## config.mk

```make
export PLATFORM = sky130hd
export DESIGN_NAME = spike_rate_counter
export DESIGN_NICKNAME = d
export VERILOG_FILES = /design/src/rtl/spike_rate_counter.sv
export SDC_FILE = /design/constraint.sdc
export NUM_CORES = 1
export LEC_CHECK = 0
export ABC_AREA = 1
export BUFFER_PORTS_ARGS = -buffer_cell sky130_fd_sc_hd__buf_4
export CAP_MARGIN = 10
export CELL_PAD_IN_SITES_DETAIL_PLACEMENT = 0
export CELL_PAD_IN_SITES_GLOBAL_PLACEMENT = 2
export CORE_AREA = 2 2 102 104
export DETAILED_ROUTE_END_ITERATION = 8
export DIE_AREA = 0 0 104 106
export PLACE_DENSITY_LB_ADDON = 0.1
export SYNTH_ARGS = -nofsm -noshare
export SYNTH_HDL_FRONTEND = slang
export SYNTH_SLANG_ARGS = --single-unit
```

## constraint.sdc

```tcl
create_clock -name clk -period 1.8 [get_ports clk]
set_input_delay 0 -clock clk [delete_from_list [all_inputs] [get_ports clk]]
set_output_delay 0 -clock clk [all_outputs]
set_load 0.005 [all_outputs]
```

## src/rtl/spike_rate_counter.sv

```systemverilog
// spike_rate_counter: counts LIF spikes over a programmable window of sampled cycles and
// records first-spike latency; results are announced with a one-cycle count_valid pulse.
module spike_rate_counter #(
  parameter int WINDOW_BITS = 8,
  parameter int COUNT_BITS  = 8
) (
  input  logic                   clk,
  input  logic                   reset,
  input  logic                   ce,
  input  logic                   spike,
  input  logic                   start,
  input  logic                   auto_restart,
  input  logic [WINDOW_BITS-1:0] window_len,
  output logic                   busy,
  output logic                   count_valid,
  output logic [COUNT_BITS-1:0]  spike_count,
  output logic [WINDOW_BITS-1:0] first_latency,
  output logic                   overflow
);

  typedef enum logic [0:0] {IDLE = 1'b0, RUN = 1'b1} state_t;

  localparam logic [COUNT_BITS-1:0]  COUNT_MAX  = {COUNT_BITS{1'b1}};
  localparam logic [COUNT_BITS-1:0]  COUNT_ZERO = {COUNT_BITS{1'b0}};
  localparam logic [COUNT_BITS-1:0]  COUNT_ONE  = {{(COUNT_BITS-1){1'b0}}, 1'b1};
  localparam logic [WINDOW_BITS-1:0] WIN_ZERO   = {WINDOW_BITS{1'b0}};
  localparam logic [WINDOW_BITS-1:0] WIN_ONE    = {{(WINDOW_BITS-1){1'b0}}, 1'b1};
  localparam logic [WINDOW_BITS-1:0] LAT_NONE   = {WINDOW_BITS{1'b1}};

  state_t                 state_r;
  logic [WINDOW_BITS-1:0] n_r;
  logic [WINDOW_BITS-1:0] elapsed_r;
  logic [WINDOW_BITS-1:0] lat_r;
  logic [COUNT_BITS-1:0]  count_r;
  logic                   first_seen_r;
  logic                   sat_r;
  logic                   busy_r;
  logic                   count_valid_r;
  logic [COUNT_BITS-1:0]  spike_count_r;
  logic [WINDOW_BITS-1:0] first_latency_r;
  logic                   overflow_r;

  logic [COUNT_BITS-1:0]  count_next_s;
  logic [WINDOW_BITS-1:0] lat_next_s;
  logic                   seen_next_s;
  logic                   sat_next_s;
  logic                   last_s;

  // Accumulator values after the current sample, so the window-end edge includes its own sample
  always_comb begin
    count_next_s = count_r;
    lat_next_s   = lat_r;
    seen_next_s  = first_seen_r;
    sat_next_s   = sat_r;
    last_s       = (elapsed_r == (n_r - WIN_ONE));
    if (spike) begin
      if (count_r == COUNT_MAX) begin
        sat_next_s = 1'b1;
      end else begin
        count_next_s = count_r + COUNT_ONE;
      end
      if (!first_seen_r) begin
        seen_next_s = 1'b1;
        lat_next_s  = elapsed_r;
      end else begin
        seen_next_s = first_seen_r;
      end
    end else begin
      count_next_s = count_r;
    end
  end

  // Window control FSM with accumulators and registered result outputs
  always_ff @(posedge clk or posedge reset) begin
    if (reset) begin
      state_r         <= IDLE;
      n_r             <= WIN_ZERO;
      elapsed_r       <= WIN_ZERO;
      lat_r           <= WIN_ZERO;
      count_r         <= COUNT_ZERO;
      first_seen_r    <= 1'b0;
      sat_r           <= 1'b0;
      busy_r          <= 1'b0;
      count_valid_r   <= 1'b0;
      spike_count_r   <= COUNT_ZERO;
      first_latency_r <= LAT_NONE;
      overflow_r      <= 1'b0;
    end else begin
      count_valid_r <= 1'b0;
      case (state_r)
        IDLE: begin
          if (start && (window_len != WIN_ZERO)) begin
            state_r      <= RUN;
            busy_r       <= 1'b1;
            n_r          <= window_len;
            elapsed_r    <= WIN_ZERO;
            lat_r        <= WIN_ZERO;
            count_r      <= COUNT_ZERO;
            first_seen_r <= 1'b0;
            sat_r        <= 1'b0;
          end
        end
        RUN: begin
          if (ce) begin
            if (last_s) begin
              count_valid_r   <= 1'b1;
              spike_count_r   <= count_next_s;
              first_latency_r <= seen_next_s ? lat_next_s : LAT_NONE;
              overflow_r      <= sat_next_s;
              elapsed_r       <= WIN_ZERO;
              lat_r           <= WIN_ZERO;
              count_r         <= COUNT_ZERO;
              first_seen_r    <= 1'b0;
              sat_r           <= 1'b0;
              // A zero-length recapture cannot form a window, so fall back to IDLE
              if (auto_restart && (window_len != WIN_ZERO)) begin
                n_r <= window_len;
              end else begin
                state_r <= IDLE;
                busy_r  <= 1'b0;
              end
            end else begin
              elapsed_r    <= elapsed_r + WIN_ONE;
              count_r      <= count_next_s;
              lat_r        <= lat_next_s;
              first_seen_r <= seen_next_s;
              sat_r        <= sat_next_s;
            end
          end
        end
        default: begin
          state_r <= IDLE;
          busy_r  <= 1'b0;
        end
      endcase
    end
  end

  assign busy          = busy_r;
  assign count_valid   = count_valid_r;
  assign spike_count   = spike_count_r;
  assign first_latency = first_latency_r;
  assign overflow      = overflow_r;

endmodule

```

### Yosys cells after proc, flatten, opt, wreduce, memory -nomap -nowiden

Index checks and enable logic that the tools add are counted.

* register bits: 54
* bits of input ports: 14

* equal/unequal tests: 7
* add/sub/neg operators: 3
* bitwise logic cells: 1
* reduce and logical (&&, ||, !) cells: 7
* multiplexer cells: 43

Operators by type and width (number)
* 8-bit two-way mux: 16
* 8-bit one-hot mux with 2 select lines: 4
* 1-bit two-way mux: 19
* 8-bit by 1-bit adder with 8-bit output (second input constant): 2
* 8-bit == test: 1
* 8-bit == test (second input constant): 1
* 1-bit one-hot mux with 2 select lines: 4
* 4-bit AND reduction: 2
* 8-bit nonzero test: 1
* 8-bit by 1-bit subtractor with 8-bit output (second input constant): 1
* 2-bit != test (second input constant): 3
* 2-bit by 1-bit != test with 1-bit output (second input constant): 2
* 3-bit AND reduction: 1
* 1-bit logical AND: 2
* 2-bit AND reduction: 1
* 1-bit inverter: 1

### Longest topological paths before layout

* word-level depth: 6
* gate-level depth with buffers: 16
* gate-level depth less buffers: 15

### Least setup slack after synthesis

Ideal clock, no wire load.

* path kind: register to register
* start: reg n_r[0]
* end: reg spike_count_r[6], in the netlist spike_count[6]
* cell stages (with the launch flop): 17
* clock period less this slack: 1.865 ns
* slack: -0.065 ns
* buffers on the path: 1
* library setup time: 0.118 ns
* arrival time: 1.747 ns
* cells stage by stage: dfrtp_1 > inv_2 > ha_1 > inv_1 > nand2_1 > nand3_1 > nand2_1 > nand2_1 > nor2_1 > nand2_1 > nor2_2 > nand2_2 > nor2_4 > inv_2 > buf_6 > nand2_1 > nand2_1

* longest elaborated chain between the ends: 3

RTL lines
* start: declaration: RTL line 31 `logic [WINDOW_BITS-1:0] n_r;`
* start signal: assignment: RTL line 95 `n_r <= window_len;`
* start signal: assignment: RTL line 117 `n_r <= window_len;`
* 8-bit by 1-bit subtractor with 8-bit output: RTL line 55 `last_s = (elapsed_r == (n_r - WIN_ONE));`
* 8-bit == test: RTL line 55
* 3-bit AND reduction (no source line)
* end signal: assignment: RTL line 107 `spike_count_r <= count_next_s;`
* end: declaration: RTL line 39 `logic [COUNT_BITS-1:0] spike_count_r;`

No other way between the ends.
A chain may end at the register's enable or synchronous reset.

### Worst setup path in the final report

* start: reg n_r[0]
* end: reg first_seen_r

* longest elaborated chain between the ends: 5

RTL lines
* 8-bit by 1-bit subtractor with 8-bit output: RTL line 55
* 8-bit == test: RTL line 55
* 1-bit two-way mux: RTL line 105 `if (last_s) begin`
* 1-bit two-way mux: RTL line 104 `if (ce) begin`
* 1-bit one-hot mux with 2 select lines: RTL line 90 `case (state_r)`
* end signal: assignment: RTL line 126 `first_seen_r <= seen_next_s;`
* end: declaration: RTL line 35 `logic first_seen_r;`

No other way between the ends. The select of a mux whose other input is x is not followed.

==> summary.md <==
| Metric | Value |
|---|---|
| Clock sink count | `54` |
| Lkg Pwr | `1.99 nW` |
| Final Cell Area | `4140 sq um` |
| Clock Latency Late Sink | `0.31 ns` |
| Die footprint | `11,000 sq um` |
| Most frequent cells in the layout | `nand2_1 (92), buf_4 (68), dfrtp_1 (46)` |
| Antenna violation net count after detailed routing | `0` |
| FF-to-FF Start | `n_r[0]` |
| RSZ-0062 raised after global routing | `yes` |
| Mapped Nets | `394` |
| Slew headroom | `61.2%` |
| Final Critical Period | `1.91 ns` |
| Initial Util | `29.2%` |
| MaxCap Viol Count | `0` |
| Violated checks | `setup timing` |
| Syn Area/Cell | `7.74 sq um` |
| I/O Buffers | `32` |
| # nets final | `479` |
| Maximum clock frequency | `524 MHz` |
| Max-slew violation count | `0` |
| Core area | `10000 sq um` |
| R2r endpoint | `first_seen_r` |
| HPWL after DPL | `5400 microns` |
| Worst Setup End Kind | `register` |
| Placed inst area | `3610 sq um` |
| Worst path required time | `2.00 ns` |
| Antenna violations before repair | `0` |
| Final Hold Violating Endpoints | `0` |
| Vias in the first global route | `2,627` |
| Setup violators final | `53` |
| Flops & latches, synth | `54` |
| TritonCTS clock tree | `built` |
| WL final | `7750 microns` |
| Vias per Instance | `4.54` |
| Worst Tran Pin Value | `0.581 ns` |
| Cells after Synth | `377` |
| CTS Buffer Depth | `2` |
| Drt wl/cell | `12.9 microns` |
| Setup Skew | `0.00824 ns` |
| DIE WIDTH | `104 microns` |
| Commonest non-fill, non-tap cell in the layout | `nand2_1` |
| Htree depth | `2` |
| Distinct cell type count of the synthesized netlist | `29` |
| YS warnings | `0` |
| Gr usage total | `14.2%` |
| Layout cells sized above 1 | `33.7%` |
| Total power | `6.30 mW` |
| Worst R2R Setup Slack | `-0.11 ns` |
| GPL Wtd Cong | `0.750` |
| TritonCTS buffer count | `5` |
| Status | `finished with violations` |
| Vias | `2,722` |
| IR drop worst, VDD | `0.476 mV` |
| # IOs | `33` |
| Worst Setup Start Kind | `register` |
| Critical path class | `register to register` |
| Area Overhead vs Synth | `41.9%` |
| Worst Slack Setup Final | `-0.109 ns` |
| 1st-iter DRT viols | `120` |
| R2R cell count | `15` |
| Ratio of final minimum period to clock period | `106%` |
| Global-route wire length before repair | `12,700 microns` |
| Synthesized area | `2920 sq um` |
| Die H | `106 microns` |
| Hold endpoint | `count_r[2]` |
| Largest fanout on the critical path | `6` |
| DRT Pass-1 Iters | `4` |
| Largest net degree at the start of global routing | `38` |
| Total gr overflow | `0` |
| P per Cell Area | `1520 nW/um^2` |
| CP arrival | `2.11 ns` |
| Ant. Diodes | `0` |
| Hold path depth | `4` |
| FP Rows | `37` |
| Hold Startpoint | `ce` |
| Clock Pin Slew Worst Setup and Hold Paths | `0.10 ns` |
| Register area share after synthesis | `46.7%` |
| Min-delay worst type | `input pin to register` |
| DRC errors left | `0` |
| Root buffer cell | `clkbuf_8` |
-- worst max path at each step --
| stage | slack, ns | start | cells past startpoint | endpoint |
|---|---|---|---|---|
| after floorplan | -0.06 | n_r[0] | 16 | spike_count[6] |
| after global placement | -0.14 | n_r[1] | 15 | spike_count[2] |
| after detailed placement | -0.19 | n_r[1] | 15 | spike_count[2] |
| after CTS | -0.11 | n_r[1] | 15 | spike_count[3] |
| after global routing | -0.27 | n_r[0] | 16 | n_r[1] |
| final | -0.11 | n_r[0] | 15 | first_seen_r |
-- synthesized netlist by cell type --
cell	number	area [sq um]
a21oi_1	9	45.0
a31oi_1	1	6.26
buf_1	1	3.75
buf_2	2	10.0
buf_4	1	7.51
buf_6	2	22.5
clkbuf_1	4	15.0
clkinv_1	4	15.0
dfrtp_1	46	1150
dfstp_2	8	210
ha_1	3	37.5
inv_1	44	165
inv_2	4	15.0
nand2_1	97	364
nand2_2	6	37.5
nand3_1	48	240
nand4_1	12	75.1
nor2_1	16	60.1
nor2_2	2	12.5
nor2_4	1	11.3
nor3_1	2	10.0
nor3_2	1	10.0
nor4_1	2	12.5
o211ai_1	1	7.51
o21ai_0	40	200
o21ai_2	9	78.8
or2_2	1	6.26
xnor2_1	3	26.3
xor2_1	7	61.3
-- sequential cells by signal, indices dropped and copies added, names as in the netlist, 8 cells and up --
register       count
count_r            8
spike_count        8
first_latency      8
n_r                8
lat_r              8
elapsed_r          8
-- report_power, final --
group / total [mW] / internal, mW / switching (mW)
combinational: 3.47 / 1.63 / 1.84
sequential: 2.11 / 1.77 / 0.335
clock: 0.722 / 0.311 / 0.412
-- what timing repair did --
item,4_1_cts,5_1_grt
gates resized for setup,23,52
gates cloned,0,3
pin swaps,9,10
endpoints found under the setup margin,54,54
hold endpoints to repair,27,0
setup buffers,0,4
hold buffers,11,0
-- area by class of cell --
class / count / area (sq um)
clock buffers: 6 / 82.6
well taps: 136 / 170
repair buffers: 88 / 792
multi-input cells: 261 / 1520
inverters: 52 / 203
flip-flops and latches: 54 / 1360
fillers: 1087 / 5860
clock inverters: 2 / 12.5
-- metal layers --
layer / vias up / global-route usage [%] / routed length [microns]
li1: 1396 / - / -
met1: 1281 / 18.4 / 3790
met2: 39 / 25.0 / 3670
met3: 6 / 2.21 / 210
met4: 0 / 3.47 / 77
met5: - / 0 / 0
-- logic make-up (layout without fill, tap and decap cells) --
| kind of cell | after synthesis | in the layout | share of synthesized area, % |
|---|---|---|---|
| xor gates and xnor gates | 10 | 10 | 3.00 |
| buffers and inverters | 62 | 148 | 8.70 |
| and+or+nand+nor | 188 | 188 | 28.8 |
| DFF | 54 | 54 | 46.7 |
| AOI/OAI and AO/OA | 60 | 60 | 11.6 |
| adders and majority gates | 3 | 3 | 1.29 |
-- metrics by stage --
step	cells	setup WS [ns]	hold WS, ns	TNS (ns)	utilization, %
after floorplan	377	-0.0590	0.145	-0.724	-
after global placement	573	-0.144	0.0397	-3.62	36.1
after detailed placement	573	-0.188	0.0356	-5.50	36.1
after CTS	592	-0.110	0.122	-2.54	38.4
after global routing	599	-0.275	0.174	-11.68	41.4
final	599	-0.109	0.140	-3.28	41.4
-- critical path: stages (launching register included) --
cell	delay, ns
dfrtp_1	0.37
inv_2	0.06
ha_4	0.26
inv_2	0.03
nand2_2	0.05
nand2_1	0.05
nor2_1	0.07
nand2_1	0.06
nor2_2	0.13
nand2_2	0.07
nor2_4	0.11
nand2_4	0.08
buf_12	0.14
clkbuf_16	0.16
o211ai_1	0.07
o21ai_1	0.08
Note: power is estimated with default switching activity, not from simulation.
